File: src/rtl/cp0_pkg.sv
// cp0_pkg: constants shared by the coprocessor-0 block and its timer.
//   - mfc0/mtc0 register indices
//   - SR / Cause field positions
//   - ExcCode values
//   - entry_epc(): resume address computed at handler entry
package cp0_pkg;

  // Register indices
  localparam logic [4:0] REG_BADVADDR = 5'd8;
  localparam logic [4:0] REG_COUNT    = 5'd9;
  localparam logic [4:0] REG_COMPARE  = 5'd11;
  localparam logic [4:0] REG_SR       = 5'd12;
  localparam logic [4:0] REG_CAUSE    = 5'd13;
  localparam logic [4:0] REG_EPC      = 5'd14;
  localparam logic [4:0] REG_PRID     = 5'd15;

  // SR fields
  localparam int SR_IE     = 0;
  localparam int SR_EXL    = 1;
  localparam int SR_IM_LSB = 10;

  // Cause fields
  localparam int CAUSE_BD      = 31;
  localparam int CAUSE_TI      = 30;
  localparam int CAUSE_IP_LSB  = 10;
  localparam int CAUSE_EXC_LSB = 2;

  // IP/IM are six bits wide; bit 5 of the field (register bit 15) carries TI
  localparam int IRQ_W      = 6;
  localparam int IRQ_TI_BIT = 5;

  // ExcCode values
  localparam logic [4:0] EXC_INT  = 5'd0;
  localparam logic [4:0] EXC_ADEL = 5'd4;
  localparam logic [4:0] EXC_ADES = 5'd5;
  localparam logic [4:0] EXC_RI   = 5'd10;
  localparam logic [4:0] EXC_OV   = 5'd12;

  // EPC points at the branch when the faulting instruction sits in its delay
  // slot, so the branch is re-executed on return.
  function automatic logic [31:0] entry_epc(input logic [31:0] pc, input logic bd);
    return (pc & ~32'h3) - (bd ? 32'd4 : 32'd0);
  endfunction

endpackage

File: src/rtl/cp0_timer.sv
// cp0_timer: free-running Count, Compare, and the sticky TI bit.
// Ports:
//   clk, rst          clock, asynchronous active-high reset
//   i_count_we        mtc0 to Count this cycle (overrides the increment)
//   i_compare_we      mtc0 to Compare this cycle (clears TI, arms the match)
//   i_wdata           mtc0 data
//   o_count           current Count
//   o_compare         current Compare
//   o_ti              registered TI bit
module cp0_timer (
  input  logic        clk,
  input  logic        rst,
  input  logic        i_count_we,
  input  logic        i_compare_we,
  input  logic [31:0] i_wdata,
  output logic [31:0] o_count,
  output logic [31:0] o_compare,
  output logic        o_ti
);

  logic [31:0] r_count;
  logic [31:0] r_compare;
  logic        r_armed;
  logic        r_ti;
  logic        w_match;

  // Compare against the pre-increment Count; until the first Compare write the
  // match is ignored so a reset value of 0 does not fire immediately.
  assign w_match = r_armed && (r_count == r_compare);

  always_ff @(posedge clk or posedge rst) begin
    if (rst) begin
      r_count   <= '0;
      r_compare <= '0;
      r_armed   <= 1'b0;
      r_ti      <= 1'b0;
    end else begin
      r_count <= i_count_we ? i_wdata : r_count + 32'd1;
      if (i_compare_we) begin
        // A Compare write outranks a same-cycle match: TI ends clear.
        r_compare <= i_wdata;
        r_armed   <= 1'b1;
        r_ti      <= 1'b0;
      end else if (w_match) begin
        r_ti <= 1'b1;
      end
    end
  end

  assign o_count   = r_count;
  assign o_compare = r_compare;
  assign o_ti      = r_ti;

endmodule

File: src/rtl/cp0_ext.sv
// cp0_ext: coprocessor 0 for the pipelined MIPS core.
// Holds SR, Cause, EPC, PRId, BadVAddr, Count, Compare; arbitrates interrupts
// and synchronous exceptions; drives handler entry / eret to the PC-select.
// Ports:
//   clk, reset       clock, asynchronous active-high reset
//   we, wa, wdata    mtc0 write port
//   ra, rdata        mfc0 read port (combinational)
//   pc, bd           memory-stage PC and its delay-slot flag
//   exc_code         synchronous exception code (0 = none)
//   bad_vaddr        faulting address for AdEL/AdES
//   eret             eret in the memory stage
//   hw_int           level-sensitive external interrupts
//   exc_take         enter the handler this cycle
//   eret_take        return to epc this cycle
//   epc              current EPC
//   timer_irq        registered TI bit
//
// exc_take / eret_take contract: both are combinational from the same-cycle
// inputs and current state; the consumer redirects the PC in the cycle they
// are high, and CP0 state updates at the following edge. Entry always wins, so
// at most one of the two is high in any cycle.
module cp0_ext
  import cp0_pkg::*;
#(
  parameter int unsigned HW_IRQ_N = 6,
  parameter bit          TIMER_EN = 1'b1,
  parameter logic [31:0] PRID     = 32'h00330099
) (
  input  logic                clk,
  input  logic                reset,
  input  logic                we,
  input  logic [4:0]          wa,
  input  logic [31:0]         wdata,
  input  logic [4:0]          ra,
  output logic [31:0]         rdata,
  input  logic [31:0]         pc,
  input  logic                bd,
  input  logic [4:0]          exc_code,
  input  logic [31:0]         bad_vaddr,
  input  logic                eret,
  input  logic [HW_IRQ_N-1:0] hw_int,
  output logic                exc_take,
  output logic                eret_take,
  output logic [31:0]         epc,
  output logic                timer_irq
);

  logic             r_ie;
  logic             r_exl;
  logic [IRQ_W-1:0] r_im;
  logic             r_bd;
  logic [4:0]       r_exccode;
  logic [31:0]      r_epc;
  logic [31:0]      r_badvaddr;

  logic [31:0]      w_count;
  logic [31:0]      w_compare;
  logic             w_ti;
  logic [IRQ_W-1:0] w_ip_live;
  logic             w_int_pend;
  logic             w_exc_pend;
  logic             w_capture_bva;
  logic [31:0]      w_sr;
  logic [31:0]      w_cause;
  logic             w_sr_we;
  logic             w_epc_we;

  // Timer
  generate
    if (TIMER_EN) begin : g_timer
      cp0_timer u_timer (
        .clk          (clk),
        .rst          (reset),
        .i_count_we   (we && (wa == REG_COUNT)),
        .i_compare_we (we && (wa == REG_COMPARE)),
        .i_wdata      (wdata),
        .o_count      (w_count),
        .o_compare    (w_compare),
        .o_ti         (w_ti)
      );
    end else begin : g_no_timer
      assign w_count   = '0;
      assign w_compare = '0;
      assign w_ti      = 1'b0;
    end
  endgenerate

  // Interrupt / exception arbitration
  // IP is not stored: it is the live view of the request lines, so the same
  // value feeds both the pending test and the Cause read.
  always_comb begin
    w_ip_live                 = '0;
    w_ip_live[HW_IRQ_N-1:0]   = hw_int;
    if (TIMER_EN) begin
      w_ip_live[IRQ_TI_BIT] = w_ip_live[IRQ_TI_BIT] | w_ti;
    end
  end

  assign w_int_pend = r_ie && !r_exl && |(w_ip_live & r_im);
  assign w_exc_pend = !r_exl && (exc_code != EXC_INT);
  assign exc_take   = w_int_pend || w_exc_pend;
  assign eret_take  = eret && !exc_take;

  assign w_capture_bva = !w_int_pend &&
                         ((exc_code == EXC_ADEL) || (exc_code == EXC_ADES));
  assign w_sr_we  = we && (wa == REG_SR);
  assign w_epc_we = we && (wa == REG_EPC);

  // SR / Cause / EPC / BadVAddr
  always_ff @(posedge clk or posedge reset) begin
    if (reset) begin
      r_ie       <= 1'b0;
      r_exl      <= 1'b0;
      r_im       <= '0;
      r_bd       <= 1'b0;
      r_exccode  <= '0;
      r_epc      <= '0;
      r_badvaddr <= '0;
    end else if (exc_take) begin
      // Entry drops any same-cycle mtc0 to SR or EPC.
      r_exl     <= 1'b1;
      r_bd      <= bd;
      r_epc     <= entry_epc(pc, bd);
      r_exccode <= w_int_pend ? EXC_INT : exc_code;
      if (w_capture_bva) begin
        r_badvaddr <= bad_vaddr;
      end
    end else begin
      if (w_sr_we) begin
        r_ie  <= wdata[SR_IE];
        r_exl <= wdata[SR_EXL];
        r_im  <= wdata[SR_IM_LSB +: IRQ_W];
      end
      if (w_epc_we) begin
        r_epc <= wdata & ~32'h3;
      end
      // Placed after the SR write so a same-cycle eret still leaves EXL clear.
      if (eret_take) begin
        r_exl <= 1'b0;
      end
    end
  end

  // mfc0 read
  always_comb begin
    w_sr                         = '0;
    w_sr[SR_IE]                  = r_ie;
    w_sr[SR_EXL]                 = r_exl;
    w_sr[SR_IM_LSB +: IRQ_W]     = r_im;

    w_cause                      = '0;
    w_cause[CAUSE_BD]            = r_bd;
    w_cause[CAUSE_TI]            = w_ti;
    w_cause[CAUSE_IP_LSB +: IRQ_W] = w_ip_live;
    w_cause[CAUSE_EXC_LSB +: 5]  = r_exccode;
  end

  always_comb begin
    rdata = '0;
    case (ra)
      REG_BADVADDR: rdata = r_badvaddr;
      REG_COUNT:    rdata = w_count;
      REG_COMPARE:  rdata = w_compare;
      REG_SR:       rdata = w_sr;
      REG_CAUSE:    rdata = w_cause;
      REG_EPC:      rdata = r_epc;
      REG_PRID:     rdata = PRID;
      default:      rdata = '0;
    endcase
  end

  assign epc       = r_epc;
  assign timer_irq = w_ti;

endmodule

File: config.mk
export PLATFORM = sky130hd
export DESIGN_NAME = cp0_ext
export DESIGN_NICKNAME = d
export VERILOG_FILES = /design/src/rtl/cp0_pkg.sv /design/src/rtl/cp0_timer.sv /design/src/rtl/cp0_ext.sv
export SDC_FILE = /design/constraint.sdc
export NUM_CORES = 1
export LEC_CHECK = 0
export ABC_AREA = 1
export CAP_MARGIN = 10
export CORE_UTILIZATION = 40
export DETAILED_ROUTE_END_ITERATION = 10
export SYNTH_ARGS = -nofsm -noshare
export SYNTH_HDL_FRONTEND = slang
export SYNTH_HIERARCHICAL = 1
export SYNTH_SLANG_ARGS = --single-unit
File: constraint.sdc
create_clock -name clk -period 2.7 [get_ports clk]
set_clock_uncertainty 0.05 [all_clocks]
set_input_delay 0.27 -clock clk [delete_from_list [all_inputs] [get_ports clk]]
set_output_delay 0.27 -clock clk [all_outputs]
set_load 0.005 [all_outputs]
==> results.cfg <==
[worst_setup_path]
required_ps = 2380
critical_path.max_fanout = 16
crit_type = in2out
worstPathArrival_ps = 2260
crit_path_start_kind = primary input
worstSetupEndpointType = primary output

[cells_and_area]
ff_latch_area_um2 = 3550
area_delta_synth_final_pct = 31.6
final_common_cell = nand2_1
fin_util_pct = 53.5
fin_nets = 1720
drive_gt1_share_pct = 6.72
multiInputGateArea_um2 = 4880
num-fill-cells = 2323
fin_cells = 1893
mostFrequentLayoutCells = nand2_1 (628), clkdlybuf4s50_1 (182), dfrtp_1 (142), inv_1 (133), nor2_1 (128)
insertedDiodeCount = 0

[clock_tree]
root_buffer = clkbuf_16
clk_pin_slew_ps = 70
htreeDepth = 4
clk_latency_ps = 440
cts_tree = done
cts_setup_buffers = 0
cts_num_sinks = 142
cts_buffers = 17
clk_path_buf_depth = 2

[placed_design]
portBuffers = 184
hpwlAfterDp_um = 27600
placed_cells = 1861
gp_congestion = 0.954

[sta]
tightest_slew_ps = 910
rsz0062_at_grt = true
hold_viol = 0
fmax_mhz = 387
slew_violations = 0
period_needed_ps = 2580
relSlewSlack_pct = 39.2
setup_violations = 0
fin_crit_sh_pct = 95.7

[run]
cap_violations = 0

[pwr]
power_density_nw_per_um2 = 773
seq_power_share_pct = 41.5
pwr-share-comb_pct = 33.4
peakVddDrop_uv = 366
pwr-share-clk_pct = 25.1
p_sw_mw = 3.70
power.leakage_nw = 5.76
internal_power_mw = 5.68
p_sw_share_pct = 39.4

[die]
die_x_um = 154
fp.dieArea_um2 = 23600
num_rows = 55
initial_core_util_pct = 40.7
coreArea_um2 = 22600
num_io_pins = 189
die_y_um = 154

[route]
via_count = 9750
ant_nets = 0
drc_errors = 0
drtIter0Drc = 681
routed_wl_um = 34300
wire_per_inst_um = 18.1
first_pass_iters = 5
viasPerCell = 5.15

[synth]
synth_edf_count = 0
yosys.area.top_type = dfrtp_1
synth_top_area_share_pct = 38.6
async_flop_share_pct = 100
synth_warnings = 6
ys_top_cells_by_area = dfrtp_1 (39%), nand2_1 (26%), inv_1 (5.5%), nor2_1 (5.3%), o21ai_0 (3.8%)
synth-seq-area-share_pct = 38.6
yosysUniqueCellTypes = 37
synth-seq-cells = 142
synth_cells = 1405
syn_area_per_cell_um2 = 6.56
netlist_area_um2 = 9210
ys.flop_type = dfrtp_1

[status]
status = finished clean

[global_route]
grt_use_total_pct = 30.0
overflow = 0
grt_antenna_before_repair = 1
first_global_vias = 9330
grt_pass1_wl_um = 53000
grt_max_degree = 58

[min_path]
hold_class = in2async
-- flip-flops by register name (all words and copies together) (netlist names) --
name and cells:
g_timer.u_timer/o_ti 1, r_exl 1, g_timer.u_timer/o_count 32, r_ie 1, r_exccode 5, r_badvaddr 32
g_timer.u_timer/o_compare 32, epc 30, r_im 6, g_timer.u_timer/r_armed 1, r_bd 1
-- metal layers --
layer	global-route usage (%)	wire, um	up-vias
met3	6.37	2560	56
met5	0	0	-
met4	11.0	1070	0
met1	40.2	15000	4554
li1	-	-	4773
met2	47.5	15700	367
-- per-stage QoR --
step | total power [mW] | setup WS (ps) | area [um2] | TNS, ps | hold slack (ps)
after floorplan | 5.46 | 442 | 9220 | 0 | 332
after global placement | 6.98 | 42.1 | 11500 | 0 | 414
after detailed placement | 7.03 | 54.4 | 11500 | 0 | 408
after CTS | 9.41 | 32.2 | 12100 | 0 | 179
after global routing | 9.99 | -14.6 | 12100 | -14.6 | 225
final | 9.37 | 116 | 12100 | 0 | 177
-- synthesized netlist by cell type (7+ instances only) --
cell        n
dfrtp_1   142
nor2_4      7
xnor2_1    20
nor2_1    131
inv_1     135
buf_6       7
nor2_2      8
o21ai_0    70
a22oi_1     8
nand3_1    67
xor2_1     15
o21ai_1    18
a21oi_1    19
clkbuf_1   18
buf_2      16
nand4_1    42
nand2_1   628
nand3b_1    8
buf_4       7
-- power groups by stage --
stage / sequential (mW) / clock [mW] / combinational, mW
finish: 3.89 / 2.35 / 3.13
floorplan: 3.51 / 0 / 1.96
global placement: 3.89 / 0 / 3.08
global route: 3.98 / 2.46 / 3.56
CTS: 3.87 / 2.38 / 3.15
detailed placement: 3.90 / 0 / 3.14
-- cells by family after synthesis --
kind of cell	count (synthesis)	synth area share (%)
flops	142	38.6
simple gates	909	41.5
compound gates	127	7.46
xor+xnor	35	3.33
fa+ha+maj	3	0.407
buf+inv	188	8.73
other cells	1	0.0407
-- layout make-up --
class	count	share of cell area [%]
Clock inverter	14	1.23
Tap cell	285	2.94
Clock buffer	18	3.54
Sequential cell	142	29.3
Inverter	140	4.35
Multi-Input combinational cell	1076	40.2
Timing Repair Buffer	218	18.4
-- worst paths after layout --
kind                                                      from                                        end  slack [ps]  cells after the start
max                                                      ra[3]                                   rdata[4]         120                     11
min reg2reg                g_timer.u_timer/r_armed$_DFFE_PP0P_        g_timer.u_timer/r_armed$_DFFE_PP0P_         430                      1
min                                                      reset                 r_badvaddr[27]$_DFFE_PP0P_         180                      2
min in group clk                                  bad_vaddr[1]                  r_badvaddr[1]$_DFFE_PP0P_         330                      3
max in group asynchronous                                reset  g_timer.u_timer/o_compare[20]$_DFFE_PP0P_        1560                      3
max reg2reg                   g_timer.u_timer/o_ti$_DFFE_PP0P_                        epc[15]$_DFFE_PP0P_         640                      8
-- worst max-delay path: stages --
cell and delay [ps]:
clkdlybuf4s50_1 470, nand2_1 60, nor2_1 200, nand2_1 90
inv_1 160, buf_12 170, nand2_1 50, nand2_1 70
a21oi_1 60, o211ai_1 110, clkdlybuf4s50_1 530
-- what timing repair did --
item / CTS / global route
resized for setup: 0 / 6
hold buffers: 0 / 0
setup endpoints to repair: 0 / 18
No activity file was read; power rests on OpenSTA's default activity.
==> RTL edit 1 (same flow settings) <==
The package constant `SR_IM_LSB` goes from 10 to 5.
--- a/src/rtl/cp0_pkg.sv
+++ b/src/rtl/cp0_pkg.sv
@@ -17,7 +17,7 @@
   // SR fields
   localparam int SR_IE     = 0;
   localparam int SR_EXL    = 1;
-  localparam int SR_IM_LSB = 10;
+  localparam int SR_IM_LSB = 5;
 
   // Cause fields
   localparam int CAUSE_BD      = 31;
Formal check against the unedited RTL: not equivalent (a bounded check fails within 4 cycles, from zero or initial values and one cycle with reset high).
==> RTL edit 1 against the original RTL <==
- wire length is 2.8% lower
- count of clock-buffer cells in the layout is 1 lower
- sequential power is 4% lower
- sequential cell count stayed put
- design area hardly changed
- synthesized area is 1.2% lower
- clock power is 2% higher
- setup slack worse by 50 ps
- critical path depth is 4 lower
- total power is 1.7% lower
==> RTL edit 1: results (changes against the original RTL) <==
* Outcome: complete, no violations (unchanged)
- The final net count was 1726 (was 1720).
* Most area-consuming cells after synthesis: dfrtp_1 (39%), nand2_1 (26%), inv_1 (5.8%) (was dfrtp_1 (39%), nand2_1 (26%), inv_1 (5.5%))
* Maximum number of pins on one net before global-route repair: 67 (was 58)
- The total global-route track usage came to 0.2889 (was 0.2996).
- The cell area after placement is 11470 um2 (was 11530 um2).
- The share of the core filled with cells came to 0.5485 (was 0.5355).
* Crit-path max cell delay: 580 ps (was 530 ps)
- The total power of the final layout is 9.215 mW (was 9.373 mW).
- The met3 track utilization from global routing came to 0.05472 (was 0.06370).
- The total length of routed wires came to 33.31 mm (was 34.27 mm).
* Fillcell total: 2210 (was 2323)
- Met1 Use GR: 0.4058 (was 0.4022)
- The routed length on met1 is 15.31 mm (was 15.00 mm).
- The met2 capacity usage during global routing came to 0.4528 (was 0.4747).
* Vias per cell: 5.026 (was 5.151)
* Initial DRC Count: 739 (was 681)
- Worst supply voltage drop on vdd: 0.4751 mV (was 0.3657 mV)
- Wire length of the first global-routing pass: 51.00 mm (was 52.96 mm)
- The share of post-route cells with drive strength above 1 is 0.07063 (was 0.06716).
- Met3 routed wirelength: 2.362 mm (was 2.557 mm)
* Synthesis warning total: 6 (unchanged)
* Share of total power in sequential cells: 0.404 (was 0.415)
- The area share of fa/ha/maj cells after synthesis came to 0.004123 (was 0.004074).
- The synthesized area per cell is 6.466 um2 (was 6.558 um2).
- Final Instance Count excl. Fillers: 1894 (was 1893)
- The sum of met2 wire segment lengths after detailed routing was 15.07 mm (was 15.65 mm).
- Sequential element share of the synthesized area: 0.3903 (was 0.3857)
- Detail Placement HPWL: 26.36 mm (was 27.63 mm)
- The initial antenna violation count is 0 (was 1).
- Internal portion of total power: 5.639 mW (was 5.676 mW)
- The number of distinct standard cells referenced by the synthesized netlist is 35 (was 37).
- Most frequent cells after synthesis: nand2_1 (632), dfrtp_1 (142), inv_1 (141) (was nand2_1 (628), dfrtp_1 (142), inv_1 (135))
* Synth Area in XOR/XNOR: 0.02982 (was 0.03327)
- The power dissipated in combinational cells was 3.09 mW (was 3.13 mW).
- The number of global-route vias before repair is 9081 (was 9330).
* Pre-CTS WS: 29.30 ps (was 54.36 ps)
* Leakage power of the design: 5.850 nW (was 5.761 nW)
- The relative slew slack came to 0.5709 (was 0.3924).
RTL edit 1: changes by cell type after synthesis, sizes merged, moves of 2 or more:
cell    before  now
a21oi       19   21
buf         30   26
clkbuf      18   23
inv        140  144
nand2      635  638
nand3       71   76
nand4       42   34
nor2       147  141
o211ai       6    4
o21ai       88   92
xor2        15   12
RTL edit 1: cell type report:
type / count / share of cell area
flip-flops and latches: 142 / 0.2932
well taps: 280 / 0.02891
clock buffers: 17 / 0.03510
inverters: 144 / 0.04470
repair buffers: 222 / 0.1878
clock inverters: 15 / 0.01383
multi-input cells: 1074 / 0.3964
RTL edit 1: worst paths after layout:
check / endpoint / slack, ps / depth (start not counted)
setup / recovery: rdata[30] / 70 / 7
hold reg to reg: r_badvaddr[7] / 450 / 2
setup reg to reg: epc[23] / 770 / 11
hold / removal: g_timer.u_timer/o_compare[25] / 220 / 3
max in group asynchronous: epc[7] / 1730 / 3
min in group clk: r_badvaddr[3] / 330 / 3
==> RTL edit 2 (same flow settings) <==
Without the edit above. Make the reset (`reset` and `rst`) synchronous in 2 clocked blocks. Comments in the files are not updated.
--- a/src/rtl/cp0_timer.sv
+++ b/src/rtl/cp0_timer.sv
@@ -28,7 +28,7 @@
   // match is ignored so a reset value of 0 does not fire immediately.
   assign w_match = r_armed && (r_count == r_compare);
 
-  always_ff @(posedge clk or posedge rst) begin
+  always_ff @(posedge clk) begin
     if (rst) begin
       r_count   <= '0;
       r_compare <= '0;
--- a/src/rtl/cp0_ext.sv
+++ b/src/rtl/cp0_ext.sv
@@ -107,7 +107,7 @@
   assign w_epc_we = we && (wa == REG_EPC);
 
   // SR / Cause / EPC / BadVAddr
-  always_ff @(posedge clk or posedge reset) begin
+  always_ff @(posedge clk) begin
     if (reset) begin
       r_ie       <= 1'b0;
       r_exl      <= 1'b0;
Function: differs if reset is asserted again (counterexample within 4 cycles, from zero or initial values and one cycle with reset high); with reset held inactive, the same outputs for 4 cycles.
==> RTL edit 2 against the original RTL <==
- design area down 4.0%
- first-iteration DRC count grew 11%
- setup slack got worse by 92 ps
- critical endpoint is now rdata[10]
- synthesized area down 5.2%
- wire length is 2.9% higher
- sequential cell count stayed put
- fmax shrank 3.4%
Power is not compared: it rests on default switching activity, and its combinational part moved more than twofold at a synthesized area within 25%.
==> RTL edit 2: results (changes against the original RTL) <==
- Launch point of the worst hold path: exc_code[0]
- Buffer count from post-CTS setup fixing: 0 (unchanged)
* Hold Crit Endpoint: r_exccode[0]
- The startpoint of the most critical register-to-register path is g_timer.u_timer/o_ti (unchanged).
- The instance count after placement with tap cells included was 1857 (was 1861).
- The total global-route track usage was 0.3203 (was 0.2996).
* Vias per cell: 5.235 (was 5.151)
* Wire length of the first global-routing pass: 53.54 mm (was 52.96 mm)
- Tightest Pin Transition: 656.3 ps (was 910.1 ps)
* Final routed wirelength across all metal layers: 35.28 mm (was 34.27 mm)
- The count of filler cells inserted in the layout came to 2243 (was 2323).
- The weighted congestion reported at the end of routability-driven placement came to 0.9390 (was 0.9542).
- The async set-or-reset flop fraction in the synthesized netlist is 0 (was 1.000).
- Most used DFF post-synth: dfxtp_1 (was dfrtp_1)
- Most area-consuming cells after synthesis: dfxtp_1 (33%), nand2_1 (16%), inv_1 (8.3%) (was dfrtp_1 (39%), nand2_1 (26%), inv_1 (5.5%)).
* Synthesis warning total: 6 (unchanged)
- Worst Reg2Reg Path Length in Cells: 9 (was 8)
* Outcome: complete, no violations (unchanged)
- The cell chosen for the clock root was clkbuf_16 (unchanged).
* Most frequent cells after synthesis: nand2_1 (383), inv_1 (192), nor2_1 (164) (was nand2_1 (628), dfrtp_1 (142), inv_1 (135))
* Hold Crit Class: in -> reg (was in -> async)
- The placed wire-length estimate after detailed placement was 27.38 mm (was 27.63 mm).
* DR vias: 9888 (was 9750)
* Unique cell type count in the Yosys netlist: 41 (was 37)
- Initial DRC Count: 758 (was 681)
- IO buf count: 184 (unchanged)
- Clock slew at the register clock pins of the worst setup and hold paths: 70 ps (about the same)
* Sequential element share of the synthesized area: 0.3255 (was 0.3857)
- Maximum number of pins on one net before global-route repair: 65 (was 58)
* Final antenna diode count: 0 (unchanged)
- H-tree depth: 4 (unchanged)
- Maximum clock insertion buffer count: 2 (unchanged)
- Number of global-route vias before repair: 9252 (was 9330)
- At the later pin of the worst-skew pair, clock insertion delay measures 430 ps.
- Num CTS Buffers: 17 (unchanged)
* Hold Crit Depth: 3
* Worst supply voltage drop on vdd: 0.4157 mV
- The initial antenna violation count was 0 (was 1).
* Mean post-synth cell area: 6.180 um2 (was 6.558 um2)
- The detailed-router iteration count before antenna repair was 6 (was 5).
- Worst EP arrival: 2360 ps (was 2260 ps)
- Summed over all cells, the static leakage comes to 4.901 nW.
* Reg-to-reg critical path endpoint: epc[15] (unchanged)
- Ratio of cells with drive above 1 in the final layout: 0.07249 (was 0.06716)
* Post-layout net count: 1727 (was 1720)
- The largest fanout of any net on the critical path came to 5 (was 16).
* Minimum setup slack among reg-to-reg paths: 620 ps (was 640 ps)
## RTL edit 2: cell types whose count changed in the layout (fill, tap and decap cells not counted), moves of 22 or more
cell	delta
nand2_1	-245
dfrtp_1	-142
dfxtp_1	+142
a21oi_1	+100
inv_1	+59
o21ai_0	+55
nor2_1	+34
nand4_1	-22
## RTL edit 2: worst max path at each step
stage | slack [ps] | endpoint | from | cells after the start
4_1_cts | 9 | rdata[13] | ra[1] | 9
5_1_grt | -30 | rdata[31] | ra[2] | 9
6_report | 20 | rdata[10] | ra[3] | 10
3_5_place_dp | -20 | rdata[15] | ra[3] | 9
2_1_floorplan | 1010 | epc[14] | pc[2] | 10
3_3_place_gp | -30 | rdata[15] | ra[3] | 9
## RTL edit 2: logic make-up after synthesis
| group | after synthesis | synth area share |
|---|---|---|
| and+or+nand+nor | 677 | 0.3263 |
| AOI/OAI and AO/OA | 295 | 0.1863 |
| buffers and inverters | 257 | 0.1191 |
| DFF | 142 | 0.3255 |
| xor gates and xnor gates | 38 | 0.03811 |
| adders and majority gates | 3 | 0.004299 |
| other | 1 | 0.0004294 |
## RTL edit 2: where the power goes
group	internal (mW)	total, mW	switching [mW]	leakage, nW
sequential	2.18	2.27	0.0892	1.16
combinational	0.394	0.826	0.432	3.49
clock	1.26	2.25	0.984	0.259
## RTL edit 2: timing repair
action / in CTS / in global routing
gates resized for setup: 3 / 18
setup endpoints to repair: 2 / 12
cloned: 0 / 1
hold endpoints to repair: 0 / 0
pin swaps: 0 / 1
## RTL edit 2: worst max-delay path, cell delays in order
cell	delay (ps)
clkdlybuf4s50_1	500
nand3_1	150
buf_4	180
nor2_2	190
buf_4	190
nand2_1	60
o21ai_0	90
a21oi_1	80
o2111ai_2	100
clkdlybuf4s50_1	540
## RTL edit 2: through the flow
| stage | setup TNS (ps) | utilization | cell area [um2] | worst slack, ps | hold WS (ps) |
|---|---|---|---|---|---|
| CTS | 0 | 0.5450 | 11560 | 9.362 | 384.4 |
| global placement | -26.37 | 0.5189 | 11010 | -26.37 | 385.5 |
| floorplan | 0 | - | 8736 | 1008 | 354.9 |
| global route | -45.46 | 0.5482 | 11630 | -30.06 | 422.0 |
| detailed placement | -22.64 | 0.5189 | 11010 | -22.64 | 389.8 |
| finish | 0 | 0.5482 | 11630 | 23.83 | 388.2 |
## RTL edit 2: per-layer routing
metal	routed length, um	up-vias	track usage
met5	0	-	0
met4	1013	0	0.1131
met3	2172	51	0.04421
met2	16690	355	0.5366
met1	15410	4565	0.4185
li1	-	4917	-
## RTL edit 2: cell type report
type,count,area [um2],area share
sequential,142,2843,0.2444
clock buffer,18,429.2,0.03689
clock inverter,13,118.9,0.01022
timing repair buffer,229,2253,0.1937
tap,275,344.1,0.02958
inverter,197,740.7,0.06368
multi-input combinational,1015,4903,0.4215
